===== config.mk =====
export PLATFORM = sky130hd
export DESIGN_NAME = sfr_apb_bridge_flat
export DESIGN_NICKNAME = d
export VERILOG_FILES = /design/src/rtl/sfr_apb_bridge_if.sv /design/src/rtl/sfr_apb_bridge.sv /design/src/flat_wrapper.sv
export SDC_FILE = /design/constraint.sdc
export NUM_CORES = 1
export LEC_CHECK = 0
export BUFFER_PORTS_ARGS = -buffer_cell sky130_fd_sc_hd__buf_2
export CORE_UTILIZATION = 49
export CTS_CLUSTER_DIAMETER = 50
export DETAILED_ROUTE_END_ITERATION = 10
export PLACE_DENSITY = 0.77
export RECOVER_POWER = 25
export SYNTH_ARGS = -nofsm -noshare
export SYNTH_HDL_FRONTEND = slang
export SYNTH_SLANG_ARGS = --single-unit

===== constraint.sdc =====
create_clock -name clk -period 2.4 [get_ports clk]
set_input_delay 0.48 -clock clk [delete_from_list [all_inputs] [get_ports clk]]
set_output_delay 0.48 -clock clk [all_outputs]
set_load 0.1 [all_outputs]

===== src/rtl/sfr_apb_bridge_if.sv =====
// APB3 slave and SFR-bank master signals handled by sfr_apb_bridge.
// The slave modport is the bridge's view; master is the upstream/bank environment.
interface sfr_apb_bridge_if #(
   parameter int ADDR_WIDTH = 8,
   parameter int DATA_WIDTH = 8
);
   logic                  psel;
   logic                  penable;
   logic                  pwrite;
   logic [ADDR_WIDTH-1:0] paddr;
   logic [DATA_WIDTH-1:0] pwdata;
   logic [DATA_WIDTH-1:0] prdata;
   logic                  pready;
   logic                  pslverr;
   logic [ADDR_WIDTH-1:0] sfr_address;
   logic [DATA_WIDTH-1:0] sfr_write_data;
   logic                  sfr_we;
   logic                  sfr_re;
   logic [DATA_WIDTH-1:0] sfr_read_data;

   modport slave (
      input  psel, penable, pwrite, paddr, pwdata, sfr_read_data,
      output prdata, pready, pslverr, sfr_address, sfr_write_data, sfr_we, sfr_re
   );

   modport master (
      output psel, penable, pwrite, paddr, pwdata, sfr_read_data,
      input  prdata, pready, pslverr, sfr_address, sfr_write_data, sfr_we, sfr_re
   );
endinterface


===== src/rtl/sfr_apb_bridge.sv =====
// APB3 slave to SFR-bank bridge: one SFR strobe per APB transfer, fixed read
// latency, PSLVERR on out-of-range addresses, saturating error counter.
module sfr_apb_bridge #(
   parameter int          ADDR_WIDTH = 8,
   parameter int          DATA_WIDTH = 8,
   parameter int unsigned NUM_REGS   = 256,
   parameter int          RD_LATENCY = 1
) (
   input  logic                    clk,
   input  logic                    reset,
   sfr_apb_bridge_if.slave         bus,
   output logic [7:0]              err_count
);
   localparam logic [1:0] S_IDLE  = 2'd0;
   localparam logic [1:0] S_WRITE = 2'd1;
   localparam logic [1:0] S_READ  = 2'd2;
   localparam logic [1:0] S_DONE  = 2'd3;
   localparam logic [3:0] RD_CNT  = 4'(RD_LATENCY - 1);

   logic [1:0] state;
   logic [3:0] cnt;
   logic       setup;
   logic       addr_err;
   logic       start_err;

   assign setup     = bus.psel && !bus.penable;
   assign addr_err  = 32'(bus.paddr) >= NUM_REGS;
   // An access phase seen while idle has no setup behind it: answer with an error.
   assign start_err = bus.psel && (bus.penable || addr_err);

   always_ff @(posedge clk or negedge reset) begin
      if (!reset) begin
         state              <= S_IDLE;
         cnt                <= '0;
         err_count          <= '0;
         bus.prdata         <= '0;
         bus.pready         <= 1'b0;
         bus.pslverr        <= 1'b0;
         bus.sfr_address    <= '0;
         bus.sfr_write_data <= '0;
         bus.sfr_we         <= 1'b0;
         bus.sfr_re         <= 1'b0;
      end else begin
         case (state)
            S_IDLE: begin
               if (start_err) begin
                  state       <= S_DONE;
                  bus.pready  <= 1'b1;
                  bus.pslverr <= 1'b1;
                  bus.prdata  <= '0;
                  if (err_count != 8'hFF) err_count <= err_count + 8'd1;
               end else if (setup && bus.pwrite) begin
                  state              <= S_WRITE;
                  bus.sfr_we         <= 1'b1;
                  bus.sfr_address    <= bus.paddr;
                  bus.sfr_write_data <= bus.pwdata;
               end else if (setup) begin
                  state           <= S_READ;
                  bus.sfr_re      <= 1'b1;
                  bus.sfr_address <= bus.paddr;
                  cnt             <= RD_CNT;
               end
            end
            S_WRITE: begin
               bus.sfr_we <= 1'b0;
               if (!bus.psel) begin
                  state <= S_IDLE;
               end else begin
                  state      <= S_DONE;
                  bus.pready <= 1'b1;
               end
            end
            S_READ: begin
               if (!bus.psel) begin
                  state      <= S_IDLE;
                  bus.sfr_re <= 1'b0;
               end else if (cnt != 4'd0) begin
                  cnt <= cnt - 4'd1;
               end else begin
                  state      <= S_DONE;
                  bus.sfr_re <= 1'b0;
                  bus.pready <= 1'b1;
                  bus.prdata <= bus.sfr_read_data;
               end
            end
            default: begin
               state       <= S_IDLE;
               bus.pready  <= 1'b0;
               bus.pslverr <= 1'b0;
            end
         endcase
      end
   end
endmodule


===== src/flat_wrapper.sv =====
// flat-port wrapper written by rule: the top's interface ports become plain ports
module sfr_apb_bridge_flat 
#(
   parameter int          ADDR_WIDTH = 8,
   parameter int          DATA_WIDTH = 8,
   parameter int unsigned NUM_REGS   = 256,
   parameter int          RD_LATENCY = 1
)
  (clk, reset, err_count, bus_psel, bus_penable, bus_pwrite, bus_paddr, bus_pwdata, bus_sfr_read_data, bus_prdata, bus_pready, bus_pslverr, bus_sfr_address, bus_sfr_write_data, bus_sfr_we, bus_sfr_re);
  sfr_apb_bridge_if #(.ADDR_WIDTH(ADDR_WIDTH), .DATA_WIDTH(DATA_WIDTH)) bus_i ();
  input  logic clk;
  input  logic reset;
  output logic [7:0] err_count;
  input wire logic [$bits(bus_i.psel)-1:0] bus_psel;
  input wire logic [$bits(bus_i.penable)-1:0] bus_penable;
  input wire logic [$bits(bus_i.pwrite)-1:0] bus_pwrite;
  input wire logic [$bits(bus_i.paddr)-1:0] bus_paddr;
  input wire logic [$bits(bus_i.pwdata)-1:0] bus_pwdata;
  input wire logic [$bits(bus_i.sfr_read_data)-1:0] bus_sfr_read_data;
  output wire logic [$bits(bus_i.prdata)-1:0] bus_prdata;
  output wire logic [$bits(bus_i.pready)-1:0] bus_pready;
  output wire logic [$bits(bus_i.pslverr)-1:0] bus_pslverr;
  output wire logic [$bits(bus_i.sfr_address)-1:0] bus_sfr_address;
  output wire logic [$bits(bus_i.sfr_write_data)-1:0] bus_sfr_write_data;
  output wire logic [$bits(bus_i.sfr_we)-1:0] bus_sfr_we;
  output wire logic [$bits(bus_i.sfr_re)-1:0] bus_sfr_re;
  assign bus_i.psel = bus_psel;
  assign bus_i.penable = bus_penable;
  assign bus_i.pwrite = bus_pwrite;
  assign bus_i.paddr = bus_paddr;
  assign bus_i.pwdata = bus_pwdata;
  assign bus_i.sfr_read_data = bus_sfr_read_data;
  assign bus_prdata = bus_i.prdata;
  assign bus_pready = bus_i.pready;
  assign bus_pslverr = bus_i.pslverr;
  assign bus_sfr_address = bus_i.sfr_address;
  assign bus_sfr_write_data = bus_i.sfr_write_data;
  assign bus_sfr_we = bus_i.sfr_we;
  assign bus_sfr_re = bus_i.sfr_re;
  sfr_apb_bridge #(.ADDR_WIDTH(ADDR_WIDTH), .DATA_WIDTH(DATA_WIDTH), .NUM_REGS(NUM_REGS), .RD_LATENCY(RD_LATENCY)) u_core (.clk(clk), .reset(reset), .bus(bus_i), .err_count(err_count));
endmodule

==> results of run 1 <==
-- synthesized netlist by cell type (4+ instances only) --
cell type / instances / share of area, %
a22o_1: 15 / 6.4
and3_1: 4 / 1.2
dfrtp_1: 42 / 51
ha_1: 8 / 4.9
inv_1: 9 / 1.6
mux2_2: 20 / 11
mux2i_1: 4 / 1.9
nand2_1: 7 / 1.3
nand3_1: 4 / 0.97
nor2_1: 7 / 1.3
o21ai_0: 7 / 1.7
-- final timing paths --
kind | from | to | slack [ns]
setup / recovery | u_core.state[0] | u_core.cnt[2] | 0.22
hold / removal | bus_pwdata[7] | u_core.bus.sfr_write_data[7] | 0.41
setup reg to reg | u_core.state[0] | u_core.cnt[2] | 0.22
hold reg to reg | u_core.bus.sfr_address[7] | u_core.bus.sfr_address[7] | 0.51
max in group asynchronous | reset | u_core.bus.sfr_address[3] | 1.35
min in group asynchronous | reset | u_core.bus.prdata[7] | 0.43
-- registers in the layout (all words and copies together) (netlist names), 2 cells and up --
signal / cells
u_core.state: 2
u_core.bus.prdata: 8
u_core.bus.sfr_address: 8
u_core.bus.sfr_write_data: 8
u_core.err_count: 8
u_core.cnt: 4
-- through the flow --
stage                     area (µm²)  setup slack (ns)  hold slack, ns  instances  utilization [%]
after floorplan                 2059            0.2440          0.1844        170                -
after global placement          2425            0.3975          0.4822        281            60.19
after detailed placement        2425            0.2448          0.4877        281            60.19
final                           2565            0.2212          0.4123        289            63.66
after global routing            2565           0.06563          0.3992        289            63.66
after CTS                       2567            0.2447          0.2563        289            63.73
-- kinds of logic after synthesis --
kind of cell             share of synthesized area (%)
flip-flops                                       51.03
AO/OA/AOI/OAI                                    14.95
adder cells (fa/ha/maj)                          4.860
XOR/XNOR                                        0.8507
buffers and inverters                            3.220
AND/OR/NAND/NOR                                  12.21
multiplexers                                     12.88
-- critical path, cell delays in order, from the launching register on --
cell	delay, ns
dfrtp_1	0.44
inv_1	0.13
ha_1	0.45
nand4bb_1	0.24
a221oi_2	0.49
o21ai_0	0.17
o2bb2ai_1	0.15
-- metal layers --
metal | share of wire [%] | up-vias | track usage [%]
li1 | - | 767 | -
met1 | 46 | 773 | 24.86
met2 | 48 | 34 | 31.19
met3 | 4.3 | 7 | 6.164
met4 | 1.5 | 0 | 7.181
met5 | 0 | - | 0
-- area by class of cell --
cell class	instances	area, µm²	share of cell area [%]
Tap cell	50	62.56	2.439
Sequential cell	42	1051	40.98
Multi-Input combinational cell	114	942.2	36.73
Inverter	9	33.78	1.317
Timing Repair Buffer	66	332.8	12.98
Clock inverter	2	60.06	2.341
Clock buffer	6	82.58	3.220
==> flow_summary.yaml, run 1 <==
timing:
  relSlewSlack_pct: 32.37
  setup_tns_ns: 0
  setup_viol: 0
  min_period_ns: 2.179
  drv_slew: 0
  worst_slew_pin_slew_ns: 1.014
  fin_crit_sh_pct: 90.78
  rsz0062_at_grt: "false"
  max_freq_mhz: 459.0
  final.setup_skew_ns: 0.002722
  hold_violations: 0
floorplan:
  dieWidth_um: 66.83
  io_pins: 65
  die_h_um: 66.83
  coreArea_um2: 4029
  die_area_um2: 4466
  rows: 23
  start_util_pct: 51.12
global_routing:
  grt_pass1_wl_um: 6396
  grt_overflow_total: 0
  grt_antenna_before_repair: 0
  grt_pass1_vias: 1454
  track_usage_pct: 19.61
  grt_max_degree: 43
drt:
  routed_wl_um: 3956
  postRouteAntennaNets: 0
  wl_per_cell_um: 13.69
  vias_per_cell: 5.471
  routed-via-count: 1581
  dr.first_iter.drc_count: 83
  drtPass1Iterations: 4
  route.detailed.drc: 0
worst_setup_path:
  crit_type: "flop to flop"
  crit_path_start_kind: "flop"
  cp-end-kind: "flop"
  crit_fanout: 14
  arrival_ns: 2.36
  critPathRequiredTime_ns: 2.58
  ff2ff_path_depth: 6
cts:
  cts.sinks: 42
  post_cts_buffers: 0
  htreeDepth: 2
  clockBufferDepth: 2
  cts_buffers: 5
  insertion_delay_ns: 0.29
  cts_root_buf: "clkbuf_8"
  holdBufCountCts: 0
  ctsResizeCount: 0
  clk_pin_slew_ns: 0.08
  cts_tree: "done"
worst_hold_path:
  min_path_cells: 2
  hold_class: "primary input to flop"
logic_synthesis:
  syn_area_per_cell_um2: 12.11
  synth_cell_type_count: 41
  syn_nets: 207
  ys.flop_type: "dfrtp_1"
  ys.warnings.count: 0
  async_flop_share_pct: 100.0
  synthCells: 170
  synth_edf_count: 0
  syn-cell-area_um2: 2059
  ys_seq_elements: 42
  synth_seq_area_share_pct: 51.03
cells_and_area:
  layout_common_cells: "buf_2 (64), dfrtp_1 (42), mux2_2 (20), a22o_1 (15), inv_1 (9)"
  fillers: 317
  layout_commonest_cell: "buf_2"
  drive_gt1_share_pct: 43.10
  diodes: 0
  nNetsFinal: 275
  area_growth_pct: 24.54
run:
  cap_viol_max_count: 0
place:
  gp_congestion: 0.7936
  dpl.hpwl_um: 2855
  io_buffers: 64
outcome:
  status: "complete, no violations"
Power of run 1 is not shown: default switching activity piles up to over one toggle a cycle in this logic, so the estimate is an artifact.
==> inputs of run 2 (changes only) <==
- BUFFER_PORTS_ARGS: -buffer_cell sky130_fd_sc_hd__buf_2 -> -buffer_cell sky130_fd_sc_hd__buf_4
==> flow_summary.yaml, run 2 (same netlist as run 1, synthesis figures left out) <==
global_routing:
  grt_max_degree: 43
  track_usage_pct: 20.50
  grt_overflow_total: 0
  grt_pass1_vias: 1522
  grt_pass1_wl_um: 6789
  grt_antenna_before_repair: 0
drt:
  routed-via-count: 1555
  wl_per_cell_um: 14.33
  vias_per_cell: 5.399
  routed_wl_um: 4126
  dr.first_iter.drc_count: 115
  postRouteAntennaNets: 0
  drtPass1Iterations: 4
  route.detailed.drc: 0
cells_and_area:
  layout_commonest_cell: "buf_4"
  seq_area_um2: 1051
  diodes: 0
  multi_input_area_um2: 942.2
  fillers: 322
  drive_gt1_share_pct: 42.86
  layout_common_cells: "buf_4 (64), dfrtp_1 (42), mux2_2 (20), a22o_1 (15), inv_1 (9)"
  nNetsFinal: 274
  area_growth_pct: 30.38
cts:
  insertion_delay_ns: 0.29
  cts_buffers: 5
  ctsResizeCount: 0
  htreeDepth: 2
  holdBufCountCts: 0
  cts.sinks: 42
  clockBufferDepth: 2
  post_cts_buffers: 0
  cts_root_buf: "clkbuf_8"
  cts_tree: "done"
  clk_pin_slew_ns: 0.08
timing:
  setup_tns_ns: 0
  setup_viol: 0
  hold_violations: 0
  fin_crit_sh_pct: 87.48
  final.setup_skew_ns: 0.004490
  drv_slew: 0
  rsz0062_at_grt: "false"
  max_freq_mhz: 476.3
  relSlewSlack_pct: 32.54
  min_period_ns: 2.100
  worst_slew_pin_slew_ns: 1.012
floorplan:
  coreArea_um2: 4029
  io_pins: 65
  die_h_um: 66.83
  dieWidth_um: 66.83
  start_util_pct: 51.12
  die_area_um2: 4466
  rows: 23
worst_setup_path:
  cp-end-kind: "flop"
  crit_fanout: 14
  worstPathCellList: "inv_1, ha_1, nand4bb_1, a221oi_2, o21ai_0, o2bb2ai_1"
  crit_slowest_cell: "a221oi_2"
  crit_type: "flop to flop"
  regToRegStartpoint: "u_core.state[0]"
  crit_path_start_kind: "flop"
  critPathRequiredTime_ns: 2.59
  arrival_ns: 2.28
  ff2ff_path_depth: 6
  crit_start: "u_core.state[0]"
  slowest_delay_ns: 0.46
place:
  io_buffers: 64
  dpl.hpwl_um: 3061
  gp_congestion: 0.8122
run:
  cap_viol_max_count: 0
outcome:
  status: "complete, no violations"
worst_hold_path:
  hold_class: "primary input to async pin"
[run 2: changes by cell type in the layout (fill, tap and decap cells not counted), sizes merged]
cell and change:
buf -1, bufinv -2, clkbuf +2
[run 2: path summary, 6_finish.rpt]
| check | slack (ns) | to |
|---|---|---|
| max | 0.30 | u_core.cnt[2] |
| min | 0.35 | u_core.bus.prdata[3] |
| max reg2reg | 0.30 | u_core.cnt[2] |
| min reg2reg | 0.51 | u_core.bus.sfr_write_data[1] |
| max in group asynchronous | 1.42 | u_core.bus.prdata[4] |
| min in group clk | 0.41 | u_core.bus.sfr_write_data[4] |
[run 2: per-layer routing]
metal | part of all wire [%] | track usage, % | vias to the layer above
li1 | - | - | 758
met1 | 43 | 25.19 | 758
met2 | 52 | 34.85 | 34
met3 | 3.5 | 4.966 | 5
met4 | 1.3 | 6.915 | 0
met5 | 0 | 0 | -
[run 2: worst max-delay path: cells and delay by family (launching register included)]
family,cells,cell delay [ns]
buf+inv,1,0.12
simple gates,1,0.24
flops,1,0.43
fa+ha+maj,1,0.42
compound gates,3,0.78
[run 2: final cells by class]
type	count	share of cell area [%]
Sequential cell	42	39.14
Multi-Input combinational cell	114	35.09
Timing Repair Buffer	65	18.08
Clock buffer	8	4.101
Tap cell	50	2.330
Inverter	9	1.258
[run 2: metrics by stage]
step	std cells	hold slack (ns)	utilization [%]	instance area, µm²	setup slack (ns)
2_1_floorplan	170	0.1844	-	2059	0.2440
3_3_place_gp	280	0.4901	63.98	2577	0.3973
3_5_place_dp	280	0.4943	63.98	2577	0.3156
4_1_cts	288	0.1791	66.71	2688	0.2936
5_1_grt	288	0.4066	66.65	2685	0.09193
6_report	288	0.3463	66.65	2685	0.3005
Power of run 2 is left out for the same reason.
==> inputs of run 3 (changes only) <==
- CTS_CLUSTER_DIAMETER: 50 -> unset
- GPL_TIMING_DRIVEN: unset -> 0
==> flow_summary.yaml, run 3 (same netlist as run 1, synthesis figures left out) <==
outcome:
  status: "complete, no violations"
place:
  dp_cells: 284
  dpl.hpwl_um: 3053
  io_buffers: 64
  gp_congestion: 0.8030
worst_hold_path:
  hold_class: "primary input to async pin"
cells_and_area:
  layout_commonest_cell: "buf_4"
  drive_gt1_share_pct: 42.98
  area_growth_pct: 30.68
  fillers: 332
  layout_common_cells: "buf_4 (64), dfrtp_1 (42), mux2_2 (20), a22o_1 (15), inv_1 (9)"
  final_core_util_pct: 66.80
  diodes: 0
  layout.cells.non_filler: 292
  nNetsFinal: 278
global_routing:
  use_met2_pct: 33.33
  grt_antenna_before_repair: 0
  track_usage_pct: 20.26
  use_met3_pct: 4.452
  grt_max_degree: 43
  grt_pass1_vias: 1553
  grt_overflow_total: 0
  grtUsageMet1_pct: 25.72
  busiest_layer: "met2"
  grt_pass1_wl_um: 6734
cts:
  holdBufCountCts: 0
  cts_tree: "done"
  clk_pin_slew_ns: 0.08
  post_cts_buffers: 0
  cts_buffers: 5
  clockBufferDepth: 2
  htreeDepth: 2
  cts.sinks: 42
  insertion_delay_ns: 0.29
  cts_root_buf: "clkbuf_8"
  ctsResizeCount: 0
drt:
  postRouteAntennaNets: 0
  route.detailed.drc: 0
  dr.first_iter.drc_count: 67
  wl_per_cell_um: 14.31
  routed_wl_um: 4179
  drtPass1Iterations: 4
  vias_per_cell: 5.596
  routed-via-count: 1634
worst_setup_path:
  critPathRequiredTime_ns: 2.57
  crit_path_start_kind: "flop"
  crit_fanout: 10
  crit_type: "flop to flop"
  cp-end-kind: "flop"
  arrival_ns: 2.20
  r2r_slack_ns: 0.37
timing:
  setup_tns_ns: 0
  fin_crit_sh_pct: 84.67
  max_freq_mhz: 492.1
  drv_slew: 0
  relSlewSlack_pct: 31.36
  hold_violations: 0
  min_period_ns: 2.032
  final.setup_skew_ns: 0.005257
  setup_viol: 0
  rsz0062_at_grt: "false"
  worst_slew_pin_slew_ns: 1.030
run:
  cap_viol_max_count: 0
floorplan:
  dieWidth_um: 66.83
  coreArea_um2: 4029
  die_h_um: 66.83
  start_util_pct: 51.12
  rows: 23
  io_pins: 65
  die_area_um2: 4466
==> run 3: cell types whose count changed in the layout (fill, tap and decap cells not counted), sizes merged <==
cell / change
buf: +3
clkinv: +1
==> run 3: cell type report <==
type	count	area [µm²]	share of cell area [%]
Sequential cell	42	1051	39.05
Timing Repair Buffer	64	478.0	17.76
Clock buffer	7	86.33	3.208
Inverter	9	33.78	1.255
Clock inverter	1	5.005	0.1860
Tap cell	50	62.56	2.325
Multi-Input combinational cell	114	942.2	35.01
Buffer	5	32.53	1.209
==> run 3: worst paths after layout <==
kind / start / end / depth (start not counted)
worst max-delay path: u_core.state[0] / u_core.err_count[6] / 7
worst min-delay path: reset / u_core.bus.prdata[7] / 1
worst max register to register: u_core.state[0] / u_core.err_count[6] / 7
worst min register to register: u_core.bus.sfr_write_data[4] / u_core.bus.sfr_write_data[4] / 1
max in group asynchronous: reset / u_core.err_count[0] / 1
min in group clk: bus_pwdata[0] / u_core.bus.sfr_write_data[0] / 2
==> run 3: critical path: stages (launching register included) <==
cell and delay, ns:
dfrtp_1 0.44, inv_1 0.14, ha_1 0.25, buf_4 0.20, and3_1 0.26, nand2_1 0.11
nor3_1 0.16, mux2_2 0.35
==> run 3: stage by stage <==
stage / hold slack [ns] / instance area, µm² / setup slack (ns)
6_report: 0.3543 / 2691 / 0.3678
5_1_grt: 0.4080 / 2691 / 0.1985
4_1_cts: 0.1829 / 2694 / 0.3758
3_5_place_dp: 0.4956 / 2603 / 0.3968
3_3_place_gp: 0.4889 / 2603 / 0.4057
2_1_floorplan: 0.1844 / 2059 / 0.2440
==> run 3: layer usage <==
layer | up-vias | share of wire [%]
met3 | 7 | 5.6
met2 | 50 | 50
met5 | - | 0
li1 | 774 | -
met4 | 0 | 1.3
met1 | 803 | 43
Power of run 3 is left out for the same reason.
